File: src/rtl/shift_sequencer.sv
// shift_sequencer: iterative 16-bit shift controller for the execute stage.
// Accepts one LSL/LSR/ASR/ROR request per start pulse and shifts at most STEP
// bit positions per clock, then pulses done_o with a held result and carry.
// Optional feature macro: SHIFT_SEQ_ROTATE_EN enables ROR (op 2'b11). When the
// macro is undefined, op 2'b11 completes immediately with err_o=1 and no
// rotate logic is built.
module shift_sequencer #(
    parameter int unsigned WIDTH = 16,
    parameter int unsigned STEP  = 4
) (
    input  logic             clk_i,
    input  logic             rst_i,
    input  logic             start_i,
    input  logic [1:0]       op_i,
    input  logic [WIDTH-1:0] data_in_i,
    input  logic [15:0]      shift_amount_i,
    output logic             busy_o,
    output logic             done_o,
    output logic [WIDTH-1:0] result_o,
    output logic             carry_out_o,
    output logic             err_o
);

    // Count registers must hold the full range 0..WIDTH.
    localparam int unsigned CW = $clog2(WIDTH + 1);
    localparam logic [CW-1:0] W_C    = CW'(WIDTH);
    localparam logic [CW-1:0] STEP_C = CW'(STEP);
    localparam logic [CW-1:0] ONE_C  = CW'(1);

    localparam logic [1:0] OP_LSL = 2'b00;
    localparam logic [1:0] OP_LSR = 2'b01;
    localparam logic [1:0] OP_ASR = 2'b10;
    localparam logic [1:0] OP_ROR = 2'b11;

    typedef enum logic [1:0] {
        StIdle,
        StShift,
        StDone
    } state_e;

    state_e           state_q;
    logic [WIDTH-1:0] w_q;
    logic [CW-1:0]    rem_q;
    logic [1:0]       op_q;
    logic             busy_q;
    logic             done_q;
    logic [WIDTH-1:0] result_q;
    logic             carry_out_q;
    logic             err_q;

    logic [CW-1:0]    n_eff;
    logic             req_err;
    logic [CW-1:0]    k;
    logic [WIDTH-1:0] step_w;
    logic [WIDTH-1:0] sel;
    logic             step_carry;

    // Effective shift count and unsupported-op detection for the incoming request.
    always_comb begin
        n_eff   = (shift_amount_i >= 16'(WIDTH)) ? W_C : CW'(shift_amount_i);
        req_err = 1'b0;
`ifdef SHIFT_SEQ_ROTATE_EN
        if (op_i == OP_ROR) begin
            n_eff = CW'(shift_amount_i % 16'(WIDTH));
        end
`else
        req_err = (op_i == OP_ROR);
`endif
    end

    // One iteration: shift the working value by k = min(rem, STEP).
    always_comb begin
        k          = (rem_q > STEP_C) ? STEP_C : rem_q;
        step_w     = w_q;
        sel        = '0;
        step_carry = 1'b0;
        case (op_q)
            OP_LSL: begin
                step_w = w_q << k;
                sel    = w_q >> (W_C - k);
            end
            OP_LSR: begin
                step_w = w_q >> k;
                sel    = w_q >> (k - ONE_C);
            end
            OP_ASR: begin
                step_w = WIDTH'($signed(w_q) >>> k);
                sel    = w_q >> (k - ONE_C);
            end
`ifdef SHIFT_SEQ_ROTATE_EN
            OP_ROR: begin
                // ROR counts are reduced mod WIDTH, so k < WIDTH here.
                step_w = (w_q >> k) | (w_q << (W_C - k));
                sel    = w_q >> (k - ONE_C);
            end
`endif
            default: begin
                step_w = w_q;
                sel    = '0;
            end
        endcase
        step_carry = sel[0];
    end

    // Sequencer FSM with registered outputs; result/carry/err move only on entry to DONE.
    always_ff @(posedge clk_i) begin
        if (rst_i) begin
            state_q     <= StIdle;
            w_q         <= '0;
            rem_q       <= '0;
            op_q        <= OP_LSL;
            busy_q      <= 1'b0;
            done_q      <= 1'b0;
            result_q    <= '0;
            carry_out_q <= 1'b0;
            err_q       <= 1'b0;
        end else begin
            done_q <= 1'b0;
            case (state_q)
                StIdle: begin
                    if (start_i) begin
                        w_q    <= data_in_i;
                        rem_q  <= n_eff;
                        op_q   <= op_i;
                        busy_q <= 1'b1;
                        if (req_err || (n_eff == '0)) begin
                            state_q     <= StDone;
                            done_q      <= 1'b1;
                            result_q    <= data_in_i;
                            carry_out_q <= 1'b0;
                            err_q       <= req_err;
                        end else begin
                            state_q <= StShift;
                        end
                    end
                end
                StShift: begin
                    w_q   <= step_w;
                    rem_q <= rem_q - k;
                    if (rem_q == k) begin
                        state_q     <= StDone;
                        done_q      <= 1'b1;
                        result_q    <= step_w;
                        carry_out_q <= step_carry;
                        err_q       <= 1'b0;
                    end
                end
                StDone: begin
                    state_q <= StIdle;
                    busy_q  <= 1'b0;
                end
                default: begin
                    state_q <= StIdle;
                    busy_q  <= 1'b0;
                end
            endcase
        end
    end

    assign busy_o      = busy_q;
    assign done_o      = done_q;
    assign result_o    = result_q;
    assign carry_out_o = carry_out_q;
    assign err_o       = err_q;

endmodule
File: config.mk
export PLATFORM = sky130hd
export DESIGN_NAME = shift_sequencer
export DESIGN_NICKNAME = d
export VERILOG_FILES = /design/src/rtl/shift_sequencer.sv
export SDC_FILE = /design/constraint.sdc
export NUM_CORES = 1
export LEC_CHECK = 0
export ABC_AREA = 1
export BUFFER_PORTS_ARGS = -buffer_cell sky130_fd_sc_hd__buf_2
export CELL_PAD_IN_SITES_DETAIL_PLACEMENT = 1
export CELL_PAD_IN_SITES_GLOBAL_PLACEMENT = 1
export CORE_MARGIN = 4
export CORE_UTILIZATION = 43
export CTS_CLUSTER_DIAMETER = 80
export DETAILED_ROUTE_END_ITERATION = 12
export PLACE_DENSITY = 0.94
export RECOVER_POWER = 50
export SLEW_MARGIN = 20
export SYNTH_ARGS = -nofsm -noshare
export SYNTH_HDL_FRONTEND = slang
export SYNTH_SLANG_ARGS = --single-unit
File: constraint.sdc
create_clock -name clk_i -period 5 [get_ports clk_i]
set_input_delay 1 -clock clk_i [delete_from_list [all_inputs] [get_ports clk_i]]
set_output_delay 1 -clock clk_i [all_outputs]
set_load 0.02 [all_outputs]
Yosys cells after proc, flatten, opt, wreduce, memory -nomap -nowiden:

Index checks and enable logic that the tools add are counted.

* register bits after elaboration: 45
* input bits: 37
* word-level logic and storage cells: 69

* $add $sub $neg: 3
* order comparisons: 2
* equality and inequality tests: 8
* shift operators: 5
* muxes and demuxes: 30
* bitwise gates (word level): 1
* reduce and logical (&&, ||, !) cells: 11

Operator list (count)
* $mux W16: 4
* $pmux W16 S2: 2
* $pmux W16 S3: 1
* $shr A16 B5 Y1: 2
* $ge A16 B5 Y1 const B: 1
* $shl A16 B5 Y16: 1
* $shr A16 B5 Y16: 1
* $sshr A16 B5 Y16: 1
* $mux W5: 3
* $mux W1: 10
* $pmux W1 S2: 5
* $pmux W5 S2: 1
* $reduce_and A2 Y1: 4
* $mux W2: 3
* $ne A2 B2 Y1 const B: 3
* $eq A5 B5 Y1: 1
* $gt A5 B3 Y1 const B: 1
* $logic_not A5 Y1: 1
* $sub A5 B1 Y5 const B: 1
* $sub A5 B5 Y5: 1
* $sub A5 B5 Y5 const A: 1
* $eq A2 B1 Y1 const B: 2
* $eq A2 B2 Y1 const B: 2
* $logic_not A2 Y1: 2
* other kinds (6): 6

Depth between registers and ports, before layout:

* depth in word-level cells: 7
* mapped depth: 14

Least setup slack after synthesis:

Ideal clock, no wire load.

* path kind: input to register
* start point: input port shift_amount_i[12]
* end point: register result_q[15], in the netlist result_o[15]
* data arrival time: 2.031 ns
* data required time: 4.891 ns
* slack: 2.860 ns
* cell stages on the path: 13
* buffers on the path: 1
* cell sequence: nor2_1 > nand2_1 > nor2_1 > nand2_1 > inv_1 > nand2_1 > nand3_1 > nand2_1 > inv_2 > buf_2 > nand3_1 > nand2_1 > inv_1

* longest elaborated chain between the ends: 6

RTL lines
* start, declared: line 16 `input logic [15:0] shift_amount_i,`
* $ge A16 B5 Y1: line 60 `n_eff = (shift_amount_i >= 16'(WIDTH)) ? W_C : CW'(shift_amount_i);`
* $mux W5: line 60
* $logic_not A5 Y1: line 126 `if (req_err || (n_eff == '0)) begin`
* $logic_or A1 B1 Y1: line 126
* $ne A2 B2 Y1 (no line)
* $reduce_and A4 Y1 (no line)
* end signal, assigned: line 129 `result_q <= data_in_i;`
* end signal, assigned: line 143 `result_q <= step_w;`
* end, declared: line 47 `logic [WIDTH-1:0] result_q;`

Every way passes these cells.
A chain may end at the register's enable or synchronous reset.

Worst setup path after layout:

* start point: register state_q[1]
* end point: register rem_q[2]

* longest elaborated chain between the ends: 3
* elaborated cells between the ends (all ways): 6

RTL lines
* start, declared: line 41 `state_e state_q;`
* start signal, assigned: line 108 `state_q <= StIdle;`
* start signal, assigned: line 127 `state_q <= StDone;`
* start signal, assigned: line 133 `state_q <= StShift;`
* $eq A2 B1 Y1 / $logic_not A2 Y1 (equally long branches): line 119 `case (state_q)`
* $reduce_bool A2 Y1 (no line) / $ne A2 B2 Y1 (equally long branches)
* $reduce_and A2 Y1 (no line)
* end signal, assigned: line 123 `rem_q <= n_eff;`
* end signal, assigned: line 139 `rem_q <= rem_q - k;`
* end, declared: line 43 `logic [CW-1:0] rem_q;`

Parallel ways exist; a longest one is shown, timed or not.

==> summary.txt <==
Floorplan
  • CORE AREA: 8721 um2
  • Die area: 10560 um2
  • Initial Util: 44.29%
  • DIE HEIGHT: 102.8 um
  • Die Span X: 102.8 um
  • Row Count: 34
  • I/O pin total: 57

Job
  • Max-cap violation count: 1

Timing
  • RSZ-0062 raised after global routing: false
  • Number of hold violations in the final report: 0
  • Setup Skew: 0.008582 ns
  • Slew headroom: -21.19%
  • TNS Setup: 0 ns
  • Final setup fails: 0
  • Fin crit period: 3.901 ns
  • Max-slew violations: 41
  • Max Clk Rate: 256.4 MHz
  • Tcrit/Tclk final: 78.01%
  • Worst-Margin Slew: 1.818 ns

CTS
  • Inserted Clock Buffers: 5
  • Clock tree buffer depth: 2
  • Post-CTS Resized: 0
  • H-tree depth: 2
  • Hold-fix buffers, CTS: 0
  • Root buffer cell: clkbuf_8
  • Clock sinks: 45
  • Post-CTS setup buffer count: 0
  • CTS tree: built
  • Clk slew on worst S/H paths: 0.09 ns
  • Clock Latency Late Sink: 0.30 ns

Power and ir drop
  • Clock Power Share: 17.7%
  • Static Leak: 2.172 nW
  • Reg power frac: 33.2%
  • Combinational Power Share: 49.1%
  • Sw Share: 47.66%
  • P_int: 0.6966 mW
  • Psw: 0.6342 mW
  • Peak VDD IR: 224.7 uV
  • Pwr dens: 319.4 nW/um2

Critical path
  • Crit path DAT: 4.15 ns
  • Largest stage delay, worst path: 1.19 ns
  • Worst EP required: 5.25 ns
  • Crit end category: flip-flop
  • Most used cell, CP: inv_1
  • Worst-path maximum fanout: 31
  • CP top delay family: simple AND/OR/NAND/NOR gates
  • Worst path cell trace: inv_1, nand2_1, inv_1, nor2_1, inv_2, o211ai_1, nand2_1, inv_1
  • Startpoint Class: flip-flop
  • CP max stage cell: nor2_1
  • WP buf/inv: 4
  • Kind of critical path: reg2reg

Place
  • Port Buffer Count: 56
  • DP Cell Count: 801
  • RePlAce Congestion: 1.020
  • DP HPWL: 11.53 mm

Logic synthesis
  • Part of the Yosys area used for sequential elements: 23.32%
  • EDFF count, synth: 0
  • Largest area contributor in the netlist: dfxtp_1
  • Syn Inst Count: 666
  • Cell area after synthesis: 3862 um2
  • Mapped Nets: 710
  • Distinct cells, synth: 40
  • Top-area cell type share of the netlist area: 23.32%
  • FF+latch count, synth: 45
  • Post-synthesis average cell area: 5.799 um2
  • FFs w/ async S/R, synth: 0%
  • Ys flop type: dfxtp_1
  • Leading post-synthesis cells by cell area: dfxtp_1 23%, nand2_1 19%, nand3_1 17%, inv_1 7.1%, a21oi_1 6.3%
  • Synth warnings: 0

Worst hold path
  • Worst min-delay path class: reg2reg

Layout
  • Final core utilization: 47.78%
  • Antenna cells: 0
  • # fillers: 1248
  • Commonest non-fill, non-tap cell in the layout: nand2_1
  • Area Overhead vs Synth: 7.872%
  • Layout Nets: 744
  • Fraction of layout cells with a size suffix above 1: 9.429%
  • Finished Layout Cells: 808
  • Most frequent cells in the layout: 196 x nand2_1, 135 x nand3_1, 74 x inv_1

Routing
  • Vias: 4794
  • DR iter-0 viols: 372
  • Vias per inst: 5.933
  • DR WL/cell: 19.19 um
  • DRC Markers: 0
  • Routed wire length: 15.51 mm
  • DRT Pass-1 Iters: 5
  • Antenna-violating nets left: 0

Global route
  • Pin count of the biggest net entering global routing: 41
  • Number of global-route vias before repair: 4778
  • GRT Util Overall: 29.72%
  • GRT overflow: 0
  • First-pass GRT wire length: 24.69 mm
  • Antenna violations before repair: 0

Outcome
  • Status: complete, but fails checks
  • Failing checks: max-capacitance violations, max-slew violations
==> layout make-up <==
| cell class | count | area (um2) | area share [%] |
|---|---|---|---|
| Clock buffer | 7 | 86.33 | 2.072 |
| Multi-Input combinational cell | 511 | 2481 | 59.55 |
| Timing Repair Buffer | 56 | 254.0 | 6.096 |
| Sequential cell | 45 | 900.9 | 21.62 |
| Tap cell | 108 | 135.1 | 3.243 |
| Inverter | 81 | 309.0 | 7.417 |
==> logic make-up after synthesis <==
| kind of cell | Yosys count | share of synthesized area (%) |
|---|---|---|
| DFF | 45 | 23.32 |
| other | 1 | 0.09709 |
| buffers and inverters | 110 | 12.37 |
| and+or+nand+nor | 422 | 50.66 |
| xor gates and xnor gates | 3 | 0.6804 |
| adders and majority gates | 7 | 2.267 |
| AOI/OAI and AO/OA | 78 | 10.59 |
==> through the flow <==
stage,setup slack (ns),hold WS (ns),area [um2],total power [mW]
after floorplan,2.860,0.4877,3862,0.8976
after global placement,1.930,0.4585,4109,1.051
after detailed placement,1.725,0.4633,4109,1.083
after CTS,1.677,0.4763,4195,1.315
after global routing,0.8939,0.4946,4167,1.407
final,1.099,0.4741,4167,1.331
==> cells in the mapped netlist (3+ instances only) <==
master	count
ha_1	7
inv_1	73
nand4_1	12
clkbuf_1	10
nand2_2	3
nand2_1	196
nand3_2	6
buf_2	9
a21oi_1	49
buf_4	5
o21ai_1	5
o21ai_0	16
buf_6	4
nand3_1	135
nor2_1	56
inv_2	6
dfxtp_1	45
==> layer usage <==
| metal | share of wire, % | up-vias | track usage (%) | wire [um] |
|---|---|---|---|---|
| met5 | 0 | - | 0 | 0 |
| li1 | - | 2233 | - | - |
| met2 | 47 | 232 | 48.56 | 7287 |
| met3 | 7.8 | 35 | 5.616 | 1215 |
| met4 | 2.8 | 0 | 10.56 | 437 |
| met1 | 42 | 2294 | 39.23 | 6566 |
==> worst min-delay path, delay by kind of cell, from the launching register on <==
family | cells | cell delay (ns)
AO/OA/AOI/OAI | 1 | 0.06
AND/OR/NAND/NOR | 1 | 0.06
flip-flops | 1 | 0.32
==> final timing paths <==
kind         startpoint  endpoint  slack [ns]  depth (start not counted)
max          state_q[1]  rem_q[2]        1.10                          8
min               err_o     err_o        0.47                          2
max reg2reg  state_q[1]  rem_q[2]        1.10                          8
min reg2reg       err_o     err_o        0.47                          2
==> flip-flops by register name (all words and copies together) (netlist names), 2 cells and up <==
name and cells:
rem_q 5, w_q 16, state_q 2, op_q 2, result_o 16
==> power by group through the flow <==
| stage | Combinational, mW | Sequential [mW] | Clock [mW] |
|---|---|---|---|
| after CTS | 0.642 | 0.439 | 0.234 |
| final | 0.654 | 0.442 | 0.235 |
| after detailed placement | 0.636 | 0.448 | 0 |
| after global routing | 0.715 | 0.445 | 0.247 |
| after global placement | 0.606 | 0.445 | 0 |
| after floorplan | 0.443 | 0.455 | 0 |
Power figures use the tool's default switching activity.
